--- src/rtl/ccl_pkg.sv ---
// Shared definitions for the CCL sequencing controller: state encoding and
// the default position value that closes one length step.
package ccl_pkg;

    localparam logic [1:0] CCL_LOAD = 2'd0;
    localparam logic [1:0] CCL_SCAN = 2'd1;
    localparam logic [1:0] CCL_DONE = 2'd2;

    localparam int CCL_POS_LAST_DEF = 9;

endpackage

--- src/rtl/ccl_upcnt.sv ---
// Parametrised up-counter with synchronous clear, increment enable and a
// compare against a fixed terminal value.
module ccl_upcnt
    import ccl_pkg::*;
#(
    parameter int W    = 2,
    parameter int TERM = 3
) (
    input  logic         clk,
    input  logic         rst,
    input  logic         i_clr,
    input  logic         i_inc,
    output logic [W-1:0] o_cnt,
    output logic         o_term
);

    logic [W-1:0] r_cnt;

    // Clear outranks increment so an abort or phase exit always lands on zero.
    always_ff @(posedge clk or posedge rst) begin
        if (rst) begin
            r_cnt <= '0;
        end else if (i_clr) begin
            r_cnt <= '0;
        end else if (i_inc) begin
            r_cnt <= r_cnt + W'(1);
        end
    end

    assign o_cnt  = r_cnt;
    assign o_term = (r_cnt == W'(TERM));

endmodule

--- src/rtl/ccl_ctr_gen.sv ---
// Load/scan/done sequencing controller for the DCU character/colour loader:
// drives buffer address and write enable, and the position-counter enable.
module ccl_ctr_gen
    import ccl_pkg::*;
#(
    parameter int N_BYTES  = 4,
    parameter int ADDR_W   = $clog2(N_BYTES),
    parameter int LEN_MAX  = 4,
    parameter int LEN_W    = $clog2(LEN_MAX + 1),
    parameter int POS_W    = 4,
    parameter int POS_LAST = CCL_POS_LAST_DEF
) (
    input  logic              clk,
    input  logic              rst,
    input  logic              i_winc,
    input  logic [POS_W-1:0]  i_pos,
    input  logic              i_ack,
    input  logic              i_abort,
    output logic [ADDR_W-1:0] o_buf_addr,
    output logic [LEN_W-1:0]  o_len,
    output logic              o_wenb,
    output logic              o_pos_enb,
    output logic              o_pos_end,
    output logic              o_rdy,
    output logic              o_busy,
    output logic              o_ovf
);

    logic [1:0]        r_state;
    logic [1:0]        w_nextState;
    logic              r_ovf;
    logic              w_inLoad;
    logic              w_inScan;
    logic              w_inDone;
    logic              w_posEnd;
    logic [ADDR_W-1:0] w_byteCnt;
    logic              w_byteTerm;
    logic [LEN_W-1:0]  w_lenCnt;
    logic              w_lenTerm;
    logic              w_lastWrite;
    logic              w_lastStep;

    assign w_inLoad    = (r_state == CCL_LOAD);
    assign w_inScan    = (r_state == CCL_SCAN);
    assign w_inDone    = (r_state == CCL_DONE);
    assign w_posEnd    = (i_pos == POS_W'(POS_LAST));
    assign w_lastWrite = w_inLoad & i_winc & w_byteTerm;
    assign w_lastStep  = w_inScan & w_posEnd & w_lenTerm;

    ccl_upcnt #(.W(ADDR_W), .TERM(N_BYTES - 1)) u_byteCnt (
        .clk    (clk),
        .rst    (rst),
        .i_clr  (i_abort | w_lastWrite | (w_inDone & i_ack)),
        .i_inc  (w_inLoad & i_winc),
        .o_cnt  (w_byteCnt),
        .o_term (w_byteTerm)
    );

    // The length counter is always zero in LOAD, so the step into SCAN is a plain increment to 1.
    ccl_upcnt #(.W(LEN_W), .TERM(LEN_MAX)) u_lenCnt (
        .clk    (clk),
        .rst    (rst),
        .i_clr  (i_abort | w_lastStep),
        .i_inc  ((w_inScan & w_posEnd) | w_lastWrite),
        .o_cnt  (w_lenCnt),
        .o_term (w_lenTerm)
    );

    always_comb begin
        w_nextState = r_state;
        if (i_abort) begin
            w_nextState = CCL_LOAD;
        end else begin
            case (r_state)
                CCL_LOAD: if (w_lastWrite)  w_nextState = CCL_SCAN;
                CCL_SCAN: if (w_lastStep)   w_nextState = CCL_DONE;
                CCL_DONE: if (i_ack)        w_nextState = CCL_LOAD;
                default:                    w_nextState = CCL_LOAD;
            endcase
        end
    end

    always_ff @(posedge clk or posedge rst) begin
        if (rst) begin
            r_state <= CCL_LOAD;
        end else begin
            r_state <= w_nextState;
        end
    end

    // A stray write outside LOAD is only flagged; ack in DONE wins over a same-cycle write.
    always_ff @(posedge clk or posedge rst) begin
        if (rst) begin
            r_ovf <= 1'b0;
        end else if (i_abort) begin
            r_ovf <= 1'b0;
        end else if (w_inDone & i_ack) begin
            r_ovf <= 1'b0;
        end else if (i_winc & ~w_inLoad) begin
            r_ovf <= 1'b1;
        end
    end

    assign o_buf_addr = w_inLoad ? w_byteCnt : '0;
    assign o_len      = w_inScan ? w_lenCnt : '0;
    assign o_wenb     = w_inLoad & i_winc & ~i_abort & ~rst;
    assign o_pos_enb  = w_inScan;
    assign o_busy     = w_inScan;
    assign o_rdy      = w_inDone;
    assign o_pos_end  = w_posEnd;
    assign o_ovf      = r_ovf;

endmodule

--- config.mk ---
export PLATFORM = sky130hd
export DESIGN_NAME = ccl_ctr_gen
export DESIGN_NICKNAME = d
export VERILOG_FILES = /design/src/rtl/ccl_pkg.sv /design/src/rtl/ccl_upcnt.sv /design/src/rtl/ccl_ctr_gen.sv
export SDC_FILE = /design/constraint.sdc
export NUM_CORES = 1
export LEC_CHECK = 0
export ABC_AREA = 1
export ABC_CLOCK_PERIOD_IN_PS = 1250
export CORE_MARGIN = 2
export CORE_UTILIZATION = 38
export DETAILED_ROUTE_END_ITERATION = 8
export PLACE_DENSITY = 0.69
export SYNTH_ARGS = -nofsm -noshare
export SYNTH_HDL_FRONTEND = slang
export SYNTH_HIERARCHICAL = 1
export SYNTH_SLANG_ARGS = --single-unit
export TNS_END_PERCENT = 20
--- constraint.sdc ---
create_clock -name clk -period 1.25 [get_ports clk]
set_clock_uncertainty 0.2 [all_clocks]
set_input_delay 0.1875 -clock clk [delete_from_list [all_inputs] [get_ports clk]]
set_output_delay 0.1875 -clock clk [all_outputs]
set_load 0.005 [all_outputs]
### Word-level counts from Yosys, hierarchy flattened

Cells that the tools add are included.

* bitwise gates (word level): 15
* reductions and logical operators: 5
* equal/unequal tests: 8
* multiplexer cells: 14
* $add $sub $neg: 2

Operators by type and width (count)
* 2-bit 2-to-1 mux: 7
* 3-bit 2-to-1 mux: 3
* 1-bit AND: 8
* 3-bit by 2-bit != test with 1-bit output (second input constant): 2
* 2-bit case mux with 3 select lines: 1
* 2-bit equality test (second input constant): 2
* 4-bit equality test (second input constant): 1
* 1-bit OR: 4
* 2-bit nonzero test: 2
* 3-bit by 1-bit adder with 3-bit output (second input constant): 1
* 3-bit equality test (second input constant): 1
* 1-bit 2-to-1 mux: 3
* 3-bit != test (second input constant): 1
* 1-bit inverter: 3
* 3-bit AND reduction: 1
* 3-bit nonzero test: 1
* 2-bit by 1-bit adder with 2-bit output (second input constant): 1
* 2-bit by 1-bit equality test with 1-bit output (second input constant): 1
* 2-bit zero test: 1

* bits in registers: 8
* output and inout port bits: 11
* word-level logic and storage cells: 48
* bits of input ports: 9

### Longest topological paths before layout

* depth after elaboration: 6
* mapped depth: 9
* gate-level depth less buffers: 9

### By module

Netlist, hierarchy kept.

By module, submodules not included
* ccl_ctr_gen: instances 1, cells each 52, seq. area each 75.1 µm², area an instance 296.5 µm²
* ccl_upcnt (u_lenCnt): instances 1, cells each 22, seq. area each 75.1 µm², area an instance 172.7 µm²
* ccl_upcnt (u_byteCnt): instances 1, cells each 13, seq. area each 50.0 µm², area an instance 101.3 µm²

### Least setup slack after synthesis

No wires, ideal clock.

* kind: reg-to-reg
* from: register u_lenCnt.r_cnt[0], in the netlist u_lenCnt/o_cnt[0]
* to: register u_lenCnt.r_cnt[1], in the netlist u_lenCnt/o_cnt[1]
* stages on the path, launching flop included: 10
* buffers on the path: 0
* period minus slack after synthesis: 1335 ps
* setup slack: -85 ps
* arrival: 1015 ps
* path through: dfrtp_1 > inv_1 > ha_1 > nand2_1 > inv_1 > nand4_2 > nand2_1 > inv_1 > o21ai_0 > nor2_1

* cells in the longest elaborated chain, start to end: 4

Ends and longest elaborated chain
* from (decl): RTL line ccl_upcnt.sv:17 `logic [W-1:0] r_cnt;`
* from (signal assigned): RTL line ccl_upcnt.sv:26 `r_cnt <= r_cnt + W'(1);`
* 3-bit equality test *: RTL line ccl_upcnt.sv:31 `assign o_term = (r_cnt == W'(TERM));`
* named net w_lenTerm: RTL line ccl_ctr_gen.sv:39 `logic w_lenTerm;`
* 1-bit AND *: RTL line ccl_ctr_gen.sv:48 `assign w_lastStep = w_inScan & w_posEnd & w_lenTerm;`
* 1-bit OR *: RTL line ccl_ctr_gen.sv:63 `.i_clr (i_abort | w_lastStep),`
* 3-bit 2-to-1 mux / 2-bit nonzero test (equally long branches)

Mark *: on every way through the listed nets, which the timed path passes. The rest lies on a longest branch. The select of a mux whose other input is x is not followed.
A chain may end at the register's enable or synchronous reset.

### Worst setup path after layout

* from: register r_state[1]
* to: output port o_wenb

* cells in the longest elaborated chain, start to end: 4

Ends and longest elaborated chain
* from (decl): RTL line ccl_ctr_gen.sv:29 `logic [1:0] r_state;`
* from (signal assigned): RTL line ccl_ctr_gen.sv:87 `r_state <= w_nextState;`
* 2-bit zero test: RTL line ccl_ctr_gen.sv:43 `assign w_inLoad = (r_state == CCL_LOAD);`
* 1-bit AND (3 in a row): RTL line ccl_ctr_gen.sv:106 `assign o_wenb = w_inLoad & i_winc & ~i_abort & ~rst;`
* to (decl): RTL line ccl_ctr_gen.sv:21 `output logic o_wenb,`

Every way passes these cells.

==> run metrics <==
Port-buffer cells=19; DP Wirelength=1.131 mm; largest net degree at the start of global routing=6; Register Area=200.2 µm²; crit-path max cell delay=0.40 ns; Core Region=0.001350 mm²; CP Max Fanout=2; vias in the first global route=596; Worst Path Buf+Inv=3; Nets=141; relative slew slack=88.03%; die area=0.001828 mm²; clock insertion delay at the later pin of the skew report=0.25 ns; area of the mapped netlist=570.5 µm²; Layout area overhead=71.71%; Yosys Warn Count=6; critical-path cell list=inv_2 > nand2_2 > nor2_4 > inv_1 > nor3_1 > buf_2; Initial Utilization=42.26%; CP arrival=1.22 ns; Worst setup SP type=flop; vias per inst=4.500; Mapped Cells=87; post-route ant nets=0; die width=42.75 µm; drt wl/cell=9.845 µm; area of the multi-input gates=351.6 µm²; Cell Area, Placed=919.6 µm²; Cell Rows=13; clk root buf=clkbuf_4; Inserted Clock Buffers=3; die extent in y=42.75 µm; DR pass1 iterations=3; CTS tree=built; share of cells above drive strength 1=46.46%; Placer Congestion=0.7726; Critical Path RT=0.86 ns; P_leak=0.0005418 µW; Total GRT Usage=16.67%; commonest non-fill, non-tap cell in the layout=nand2_1; placed cell count=138; initial antenna violation count=0; failing checks=negative setup slack; pwr dens=1548 mW/mm²; R2R cell count=9; critical path type=flop to output port; total I/O pin count=20; Least-Margin Pin Slew=0.1794 ns; Cell variety after synth=17; count of non-filler cells in the finished layout=142; Setup WS post-layout=-0.3540 ns; Synth Net Count=99; unrepaired setup endpoints after global routing=true; Seq/Total Area, Yosys=35.09%; Final Hold Fails=0; Util after Layout=72.57%; Antenna Cells=0; total grt overflow=0; CTS max path bufs=2; first-pass GRT wire length=2.297 mm; min Tclk post-route=1.604 ns; commonest cells after routing, fill and taps aside=16 x nand2_1, 15 x buf_4, 14 x inv_1; final instance area=979.7 µm²; Syn Area/Cell=6.558 µm²; max cap viols=0; final worst path period share=128.3%; R2R Setup Slk=-0.27 ns; Yosys reg bits=8; CTS clk-pin slew, worst paths=0.05 ns; CP endpoint kind=output port; CP max-delay cell=dfrtp_1; crit-path leading delay family=flip-flops; WHS=0.06299 ns; fin. max-slew vios=0; worst flop-to-flop path endpoint=u_lenCnt/o_cnt[1]; FILL cells=97; Hold Path Class=input port to async pin; maximum vdd drop=1088 µV; total wire length=1.398 mm; Peak Freq=0.6234 GHz; worst r2r src=r_state[1]; DRC=0; H-tree Lvls=1; clock sinks=8; Final setup viols=17; via count=639; status=finished, violations left; Hold Buf Count CTS=0; DRT iter0 DRCs=4
-- power by group --
group | switching [µW] | internal (µW)
combinational | 465 | 496
sequential | 47.4 | 319
clock | 79.6 | 109
-- sequential cells by signal, indices dropped and copies added, names as in the netlist --
| name | count |
|---|---|
| u_byteCnt/o_cnt | 2 |
| o_ovf | 1 |
| u_lenCnt/o_cnt | 3 |
| r_state | 2 |
-- worst min-delay path: stages --
cell,delay (ns)
clkdlybuf4s50_1,0.43
buf_4,0.15
inv_1,0.07
-- cells in the mapped netlist --
cell | number | area [µm²]
nand2_2 | 1 | 6.260
o21ai_1 | 1 | 5.000
a21oi_1 | 2 | 10.01
nand2_1 | 19 | 71.32
nor2_1 | 18 | 67.56
o21ai_0 | 1 | 5.000
inv_2 | 3 | 11.26
inv_1 | 18 | 67.56
a21oi_2 | 1 | 8.760
nand3_1 | 4 | 20.02
nor2_4 | 1 | 11.26
buf_4 | 1 | 7.510
nor3_1 | 2 | 10.01
nand4_2 | 1 | 12.51
dfrtp_1 | 8 | 200.2
ha_1 | 3 | 37.54
nor2_2 | 3 | 18.77
-- kinds of logic after synthesis --
kind of cell             after synthesis  share of synthesized area, %
AND/OR/NAND/NOR                       49                         38.16
AO/OA/AOI/OAI                          5                         5.043
buffers and inverters                 22                         15.13
adder cells (fa/ha/maj)                3                         6.580
flip-flops                             8                         35.09
-- layer usage --
layer / track usage (%) / up-vias / wire length, µm
li1: - / 337 / -
met1: 19.53 / 290 / 618
met2: 28.48 / 9 / 719
met3: 3.830 / 3 / 45
met4: 7.500 / 0 / 14
met5: 0 / - / 0
-- layout make-up --
class / count / area share, %
repair buffers: 38 / 31.16
multi-input cells: 57 / 35.89
well taps: 15 / 1.916
inverters: 21 / 8.301
flip-flops and latches: 8 / 20.43
clock buffers: 3 / 2.299
-- through the flow --
stage / setup slack [ns] / total power, µW / TNS (ns)
2_1_floorplan: -0.05783 / 737.6 / -0.1516
3_3_place_gp: -0.6229 / 1189 / -6.588
3_5_place_dp: -0.6089 / 1201 / -6.857
4_1_cts: -0.3612 / 1460 / -4.025
5_1_grt: -0.4137 / 1640 / -5.151
6_report: -0.3540 / 1517 / -4.198
-- how the worst max path moves through the flow --
stage                                  from                 to  slack [ns]  cells past startpoint
final                            r_state[1]             o_wenb       -0.35                      6
after global routing             r_state[1]           o_len[1]       -0.41                      6
after CTS                        r_state[0]           o_len[1]       -0.36                      7
after detailed placement            i_abort             o_wenb       -0.61                      5
after global placement              i_abort             o_wenb       -0.62                      5
after floorplan           u_lenCnt/o_cnt[0]  u_lenCnt/o_cnt[1]       -0.06                      9
-- repair_timing --
| item | CTS | global route |
|---|---|---|
| pin swaps | 5 | 6 |
| buffers inserted | 1 | 0 |
| resized for setup | 53 | 9 |
| setup endpoints to repair | 18 | 19 |
(Power assumes the default switching activity.)
